### config.mk
export PLATFORM = sky130hd
export DESIGN_NAME = io_input_conditioner
export DESIGN_NICKNAME = d
export VERILOG_FILES = /design/src/rtl/io_input_conditioner.sv
export SDC_FILE = /design/constraint.sdc
export NUM_CORES = 2
export LEC_CHECK = 0
export ABC_CLOCK_PERIOD_IN_PS = 59500
export BUFFER_PORTS_ARGS = -buffer_cell sky130_fd_sc_hd__buf_2
export CORE_MARGIN = 10
export CORE_UTILIZATION = 50
export CTS_BUF_LIST = sky130_fd_sc_hd__clkbuf_8
export CTS_CLUSTER_DIAMETER = 150
export DETAILED_ROUTE_END_ITERATION = 6
export GPL_ROUTABILITY_DRIVEN = 0
export PLACE_DENSITY_LB_ADDON = 0.3
export RECOVER_POWER = 50
export SYNTH_ARGS = -nofsm -noshare
export SYNTH_HDL_FRONTEND = slang
export SYNTH_SLANG_ARGS = --single-unit
### constraint.sdc
create_clock -name clk -period 59.5 [get_ports clk]
set_input_delay 11.9 -clock clk [delete_from_list [all_inputs] [get_ports clk]]
set_output_delay 11.9 -clock clk [all_outputs]
set_load 0.01 [all_outputs]
### src/rtl/io_input_conditioner.sv
// Input conditioner: 2-flop synchroniser and per-channel debounce filter for raw pins,
// with a sticky change mask the controller reads and acknowledges.
module io_input_conditioner #(
  parameter int INPUTS         = 32,
  parameter int DEBOUNCE_WIDTH = 16
) (
  input  logic                      clk,
  input  logic                      rst,
  input  logic [INPUTS-1:0]         raw_io,
  input  logic                      enable,
  input  logic [DEBOUNCE_WIDTH-1:0] debounce_cycles,
  output logic [INPUTS-1:0]         filtered_io,
  output logic [INPUTS-1:0]         change_mask,
  output logic                      change_valid,
  input  logic                      change_ack
);

  logic [INPUTS-1:0]         s1_q, s1_d;
  logic [INPUTS-1:0]         s2_q, s2_d;
  logic [INPUTS-1:0]         filt_q, filt_d;
  logic [INPUTS-1:0]         mask_q, mask_d;
  logic [INPUTS-1:0]         commit_set;
  logic [DEBOUNCE_WIDTH-1:0] cnt_q [INPUTS];
  logic [DEBOUNCE_WIDTH-1:0] cnt_d [INPUTS];

  always_comb begin
    s1_d       = raw_io;
    s2_d       = s1_q;
    filt_d     = filt_q;
    commit_set = '0;
    for (int i = 0; i < INPUTS; i++) begin
      cnt_d[i] = '0;
      // Commit uses >= so a lowered threshold takes effect on the very next edge.
      if (enable && (s2_q[i] != filt_q[i])) begin
        if (cnt_q[i] >= debounce_cycles) begin
          filt_d[i]     = s2_q[i];
          commit_set[i] = 1'b1;
        end else begin
          cnt_d[i] = cnt_q[i] + 1'b1;
        end
      end
    end
    // Handshake: change_valid is high while any mask bit is set; change_ack clears the
    // bits held this cycle, while commits landing on the same edge are kept.
    mask_d = (change_ack ? '0 : mask_q) | commit_set;
  end

  always_ff @(posedge clk or posedge rst) begin
    if (rst) begin
      s1_q   <= '0;
      s2_q   <= '0;
      filt_q <= '0;
      mask_q <= '0;
      for (int i = 0; i < INPUTS; i++) begin
        cnt_q[i] <= '0;
      end
    end else begin
      s1_q   <= s1_d;
      s2_q   <= s2_d;
      filt_q <= filt_d;
      mask_q <= mask_d;
      for (int i = 0; i < INPUTS; i++) begin
        cnt_q[i] <= cnt_d[i];
      end
    end
  end

  assign filtered_io  = filt_q;
  assign change_mask  = mask_q;
  assign change_valid = |mask_q;

endmodule

## Yosys cells after proc, flatten, opt, wreduce, memory -nomap -nowiden

Cells that the tools add are included.

| operators by class | value |
|---|---|
| reduce and logical (&&, ||, !) cells | 65 |
| mux-type cells | 129 |
| multiply operators | 0 |
| equal/unequal tests | 32 |
| shift-type cells | 0 |
| bitwise operators | 1 |
| add/subtract/negate cells | 32 |
| divide/modulo/power cells | 0 |
| $lt $le $gt $ge | 32 |

Operators by type and width:

| cell | count |
|---|---|
| 16-bit 2-to-1 mux | 64 |
| 16-bit by 1-bit adder with 16-bit output (second input constant) | 32 |
| 16-bit greater-or-equal comparator | 32 |
| 1-bit 2-to-1 mux | 64 |
| 2-bit AND reduction | 32 |
| 1-bit logical AND | 32 |
| 32-bit 2-to-1 mux | 1 |
| 1-bit != test | 32 |
| 32-bit OR | 1 |
| 32-bit OR reduction | 1 |

| word-level totals | value |
|---|---|
| logic and storage cells | 358 |
| memory bits (writable) | 0 |
| bits in registers | 640 |
| latch bits | 0 |
| memories kept | 0 |
| memory bits (read-only) | 0 |
| bits of input ports | 52 |

## Depth between registers and ports, before layout

| depth | value |
|---|---|
| depth in word-level cells | 4 |
| gate-level depth with buffers | 9 |

## Worst setup path after synthesis

OpenSTA, ideal clock, no wires.

| timing path | value |
|---|---|
| path kind | input-to-reg |
| from | input port debounce_cycles[1] |
| to | register cnt_q[121] (netlist bit) |
| path buffers | 2 |
| arrival time | 14357 ps |
| setup time | 69 ps |
| cell stages on the path | 9 |
| setup slack | 45074 ps |
| cells stage by stage | inv_1 > ha_1 > nor2b_1 > o211a_1 > o311a_1 > or4_4 > buf_6 > buf_12 > nor2_4 |

RTL lines:

| item | line | text |
|---|---|---|
| start, declared | 11 | `input logic [DEBOUNCE_WIDTH-1:0] debounce_cycles,` |
| end signal, assigned by index | 63 | `cnt_q[i] <= cnt_d[i];` |
| end, declared | 23 | `logic [DEBOUNCE_WIDTH-1:0] cnt_q [INPUTS];` |

==> run_summary.xml <==
<?xml version="1.0" encoding="UTF-8"?>
<metrics>
  <group name="outcome">
    <metric name="status" unit="">finished with violations</metric>
    <metric name="violations" unit="">max-capacitance violations, max-slew violations</metric>
  </group>
  <group name="synthesis">
    <metric name="yosysSeqAreaShare" unit="%">41.2</metric>
    <metric name="synth_top_flop_cell" unit="">sky130_fd_sc_hd__dfrtp_1</metric>
    <metric name="synth.ff_latch_count" unit="">640</metric>
    <metric name="synth.cell_area" unit="mm^2">0.0388</metric>
    <metric name="synth_area_per_cell" unit="um^2">9.67</metric>
    <metric name="count_of_flip_flops_with_a_built_in_enable_after_synthesis" unit="">0</metric>
    <metric name="yosys_warnings" unit="">0</metric>
    <metric name="fraction_of_registers_with_async_set_reset" unit="%">100</metric>
    <metric name="count_of_mapped_cells_out_of_synthesis" unit="">4015</metric>
    <metric name="postSynthNetCount" unit="">4611</metric>
    <metric name="synth.distinct_cells" unit="">60</metric>
  </group>
  <group name="global_route">
    <metric name="grt_met2_usage" unit="%">34.2</metric>
    <metric name="grt_util_met3" unit="%">4.10</metric>
    <metric name="antenna_found_initial" unit="">2</metric>
    <metric name="via_count_of_the_first_global_routing_pass" unit="">29100</metric>
    <metric name="gr_busiest_metal" unit="">met2</metric>
    <metric name="global_route_wire_length_before_repair" unit="mm">157</metric>
    <metric name="grt_util_all_layers" unit="%">21.7</metric>
    <metric name="largest_net_degree_at_the_start_of_global_routing" unit="">168</metric>
    <metric name="grt_overflow_total" unit="">0</metric>
    <metric name="met1_usage" unit="%">30.3</metric>
  </group>
  <group name="setup_path">
    <metric name="cp-startpoint" unit="">rst</metric>
    <metric name="worst_setup_path_class" unit="">primary input to asynchronous set/reset pin</metric>
    <metric name="timing.critical_path.to_type" unit="">asynchronous set/reset pin</metric>
    <metric name="startpoint_type" unit="">primary input</metric>
    <metric name="timing.rr.start" unit="">cnt_q[304]</metric>
    <metric name="path_max_fanout" unit="">167</metric>
    <metric name="timing.critical_path.required" unit="ps">58130</metric>
    <metric name="worst_ep_arrival_time" unit="ps">21580</metric>
  </group>
  <group name="floorplan">
    <metric name="height_of_the_die" unit="um">299</metric>
    <metric name="area_of_the_core" unit="mm^2">0.0772</metric>
    <metric name="row_count" unit="">102</metric>
    <metric name="fp.dieW" unit="um">299</metric>
    <metric name="die_area" unit="mm^2">0.0892</metric>
    <metric name="ios" unit="">117</metric>
    <metric name="floorplan.initialDensity" unit="%">50.3</metric>
  </group>
  <group name="cts">
    <metric name="cts_tree" unit="">built</metric>
    <metric name="tritoncts.num_buffers" unit="">111</metric>
    <metric name="cts.reportedPaths.clkPinSlew" unit="ps">60</metric>
    <metric name="ctsRootBufferMaster" unit="">sky130_fd_sc_hd__clkbuf_8</metric>
    <metric name="post-cts-setup-buffers" unit="">0</metric>
    <metric name="cts.repair.resized" unit="">0</metric>
    <metric name="cts-htree-levels" unit="">3</metric>
    <metric name="cts-hold-fix-buffers" unit="">0</metric>
    <metric name="cts_num_sinks" unit="">640</metric>
    <metric name="clock_latency" unit="ps">750</metric>
    <metric name="maximum_clock_path_buffer_count" unit="">3</metric>
  </group>
  <group name="power_and_ir_drop">
    <metric name="net-switching-power" unit="mW">0.242</metric>
    <metric name="cellInternalPower" unit="mW">0.697</metric>
    <metric name="power.combinational.fraction" unit="%">6.7</metric>
    <metric name="relative_contribution_of_sequential_cells_to_total_power" unit="%">47.3</metric>
    <metric name="cellPowerDensity" unit="mW/mm^2">21.9</metric>
    <metric name="vdd.ir_drop.worst" unit="uV">20.0</metric>
    <metric name="power.static_leakage" unit="nW">19.7</metric>
    <metric name="switching_share" unit="%">25.7</metric>
    <metric name="clock_power_share" unit="%">46.1</metric>
  </group>
  <group name="finish">
    <metric name="layout_commonest_cell" unit="">sky130_fd_sc_hd__nor2_1</metric>
    <metric name="flow.area_growth_from_synthesis" unit="%">10.5</metric>
    <metric name="drive_gt1_share" unit="%">8.04</metric>
    <metric name="nNetsFinal" unit="">4815</metric>
    <metric name="layout.cells.non_filler" unit="">5346</metric>
    <metric name="layout.cells.most_common_list" unit="">sky130_fd_sc_hd__nor2_1 (671), sky130_fd_sc_hd__dfrtp_1 (640), sky130_fd_sc_hd__ha_1 (544)</metric>
  </group>
  <group name="detailed_routing">
    <metric name="via_total_after_detailed_routing" unit="">29500</metric>
    <metric name="drt_wl_total" unit="mm">97.3</metric>
    <metric name="detail_route.first_pass.iterations" unit="">5</metric>
    <metric name="ant_nets" unit="">0</metric>
    <metric name="vias_per_cell" unit="">5.52</metric>
    <metric name="detail_route.drc_violations" unit="">0</metric>
    <metric name="detail_route.iter0.violations" unit="">1847</metric>
    <metric name="wire_per_inst" unit="um">18.2</metric>
  </group>
  <group name="sta">
    <metric name="report.final.slew_viol_count" unit="">570</metric>
    <metric name="grt_setup_unrepaired" unit="">false</metric>
    <metric name="setup_violations" unit="">0</metric>
    <metric name="fin_worst_skew" unit="ps">23.2</metric>
    <metric name="fmaxAchievable" unit="MHz">43.6</metric>
    <metric name="final_setup_tns" unit="ps">0</metric>
    <metric name="setup_slack" unit="ps">36550</metric>
    <metric name="final_period_minus_worst_setup_slack" unit="ps">22950</metric>
    <metric name="hold_viol" unit="">0</metric>
    <metric name="tightestPinTransition" unit="ps">8760</metric>
    <metric name="layout_worst_path_cycle_share" unit="%">38.6</metric>
    <metric name="timing.max_slew.rel_slack" unit="%">-484</metric>
  </group>
  <group name="placed_design">
    <metric name="io_buffers" unit="">116</metric>
    <metric name="post-place-cells" unit="">5146</metric>
    <metric name="dpl_worst_slack" unit="ps">44480</metric>
    <metric name="dpl.hpwl" unit="mm">61.4</metric>
  </group>
  <group name="hold_path">
    <metric name="worst_hold_path_type" unit="">flop to flop</metric>
    <metric name="hold_path.startpoint" unit="">s1_q[24]</metric>
  </group>
  <group name="run">
    <metric name="maxCapViolCount" unit="">7</metric>
  </group>
</metrics>
## worst paths after layout
path                              endpoint  slack [ps]  cells past startpoint
worst min register to register    s2_q[24]         350                      0
max in group clk                cnt_q[309]       43170                      8
worst max-delay path            cnt_q[338]       36550                      3
min in group asynchronous         s1_q[27]       12830                      2
worst max register to register  cnt_q[309]       56670                      7
worst min-delay path              s2_q[24]         350                      0
## worst max-delay path, stage by stage
cell and delay, ps:
sky130_fd_sc_hd__buf_2 100, sky130_fd_sc_hd__clkinvlp_2 2990, sky130_fd_sc_hd__clkbuf_1 6170
## per-stage QoR
stage	power, mW	util (%)	instance area (um^2)	hold WS (ps)
floorplan	0.491	-	38800	331
global placement	0.513	52.6	40600	332
detailed placement	0.514	52.6	40600	335
CTS	0.950	55.7	43000	349
global route	0.978	55.6	42900	354
finish	0.938	55.6	42900	347
## cell usage after synthesis, types with 19 or more instances
master | count | area share (%)
sky130_fd_sc_hd__nor2_1 | 671 | 6.5
sky130_fd_sc_hd__dfrtp_1 | 640 | 41
sky130_fd_sc_hd__ha_1 | 544 | 18
sky130_fd_sc_hd__nand2_1 | 313 | 3.0
sky130_fd_sc_hd__xor2_1 | 251 | 5.7
sky130_fd_sc_hd__nand3_1 | 235 | 3.0
sky130_fd_sc_hd__xnor2_1 | 229 | 5.2
sky130_fd_sc_hd__a21oi_1 | 181 | 2.3
sky130_fd_sc_hd__inv_1 | 151 | 1.5
sky130_fd_sc_hd__nand4_1 | 114 | 1.8
sky130_fd_sc_hd__o21ai_0 | 95 | 1.2
sky130_fd_sc_hd__nor3_1 | 93 | 1.2
sky130_fd_sc_hd__and3_1 | 56 | 0.90
sky130_fd_sc_hd__a31oi_1 | 45 | 0.72
sky130_fd_sc_hd__nor4_1 | 37 | 0.60
sky130_fd_sc_hd__clkbuf_1 | 34 | 0.33
sky130_fd_sc_hd__mux2_2 | 32 | 0.93
sky130_fd_sc_hd__nor2b_1 | 27 | 0.43
sky130_fd_sc_hd__nor2_4 | 26 | 0.75
sky130_fd_sc_hd__o211ai_1 | 19 | 0.37
## metal layers
| metal | vias up | routed length [um] |
|---|---|---|
| met5 | - | 0 |
| met1 | 14300 | 45900 |
| met2 | 607 | 43000 |
| met3 | 160 | 5840 |
| met4 | 0 | 2570 |
| li1 | 14500 | - |
## cell type report
| class | instances | area, um^2 |
|---|---|---|
| Timing Repair Buffer | 142 | 671 |
| Fill cell | 6911 | 34300 |
| Antenna cell | 1 | 2.50 |
| Inverter | 151 | 568 |
| Multi-Input combinational cell | 3173 | 21900 |
| Clock buffer | 142 | 1950 |
| Sequential cell | 640 | 16000 |
| Tap cell | 1040 | 1300 |
| Clock inverter | 57 | 450 |
## kinds of logic after synthesis
kind of cell | Yosys count | share of synthesized area [%]
flip-flops | 640 | 41.2
adder cells (fa/ha/maj) | 544 | 17.5
multiplexers | 32 | 0.928
buffers and inverters | 202 | 2.26
AO/OA/AOI/OAI | 465 | 7.35
AND/OR/NAND/NOR | 1652 | 19.9
XOR/XNOR | 480 | 10.8
## sequential cells by signal (all words and copies together), names as in the netlist
name,count
filtered_io,32
s1_q,32
cnt_q,512
s2_q,32
change_mask,32
## power by group through the flow
stage / Clock [mW] / Combinational, mW / Sequential, mW
after floorplan: 0 / 0.0403 / 0.451
after global placement: 0 / 0.0618 / 0.451
after detailed placement: 0 / 0.0633 / 0.451
after CTS: 0.443 / 0.0636 / 0.443
after global routing: 0.463 / 0.0713 / 0.444
final: 0.432 / 0.0625 / 0.444
(Power assumes the default switching activity.)
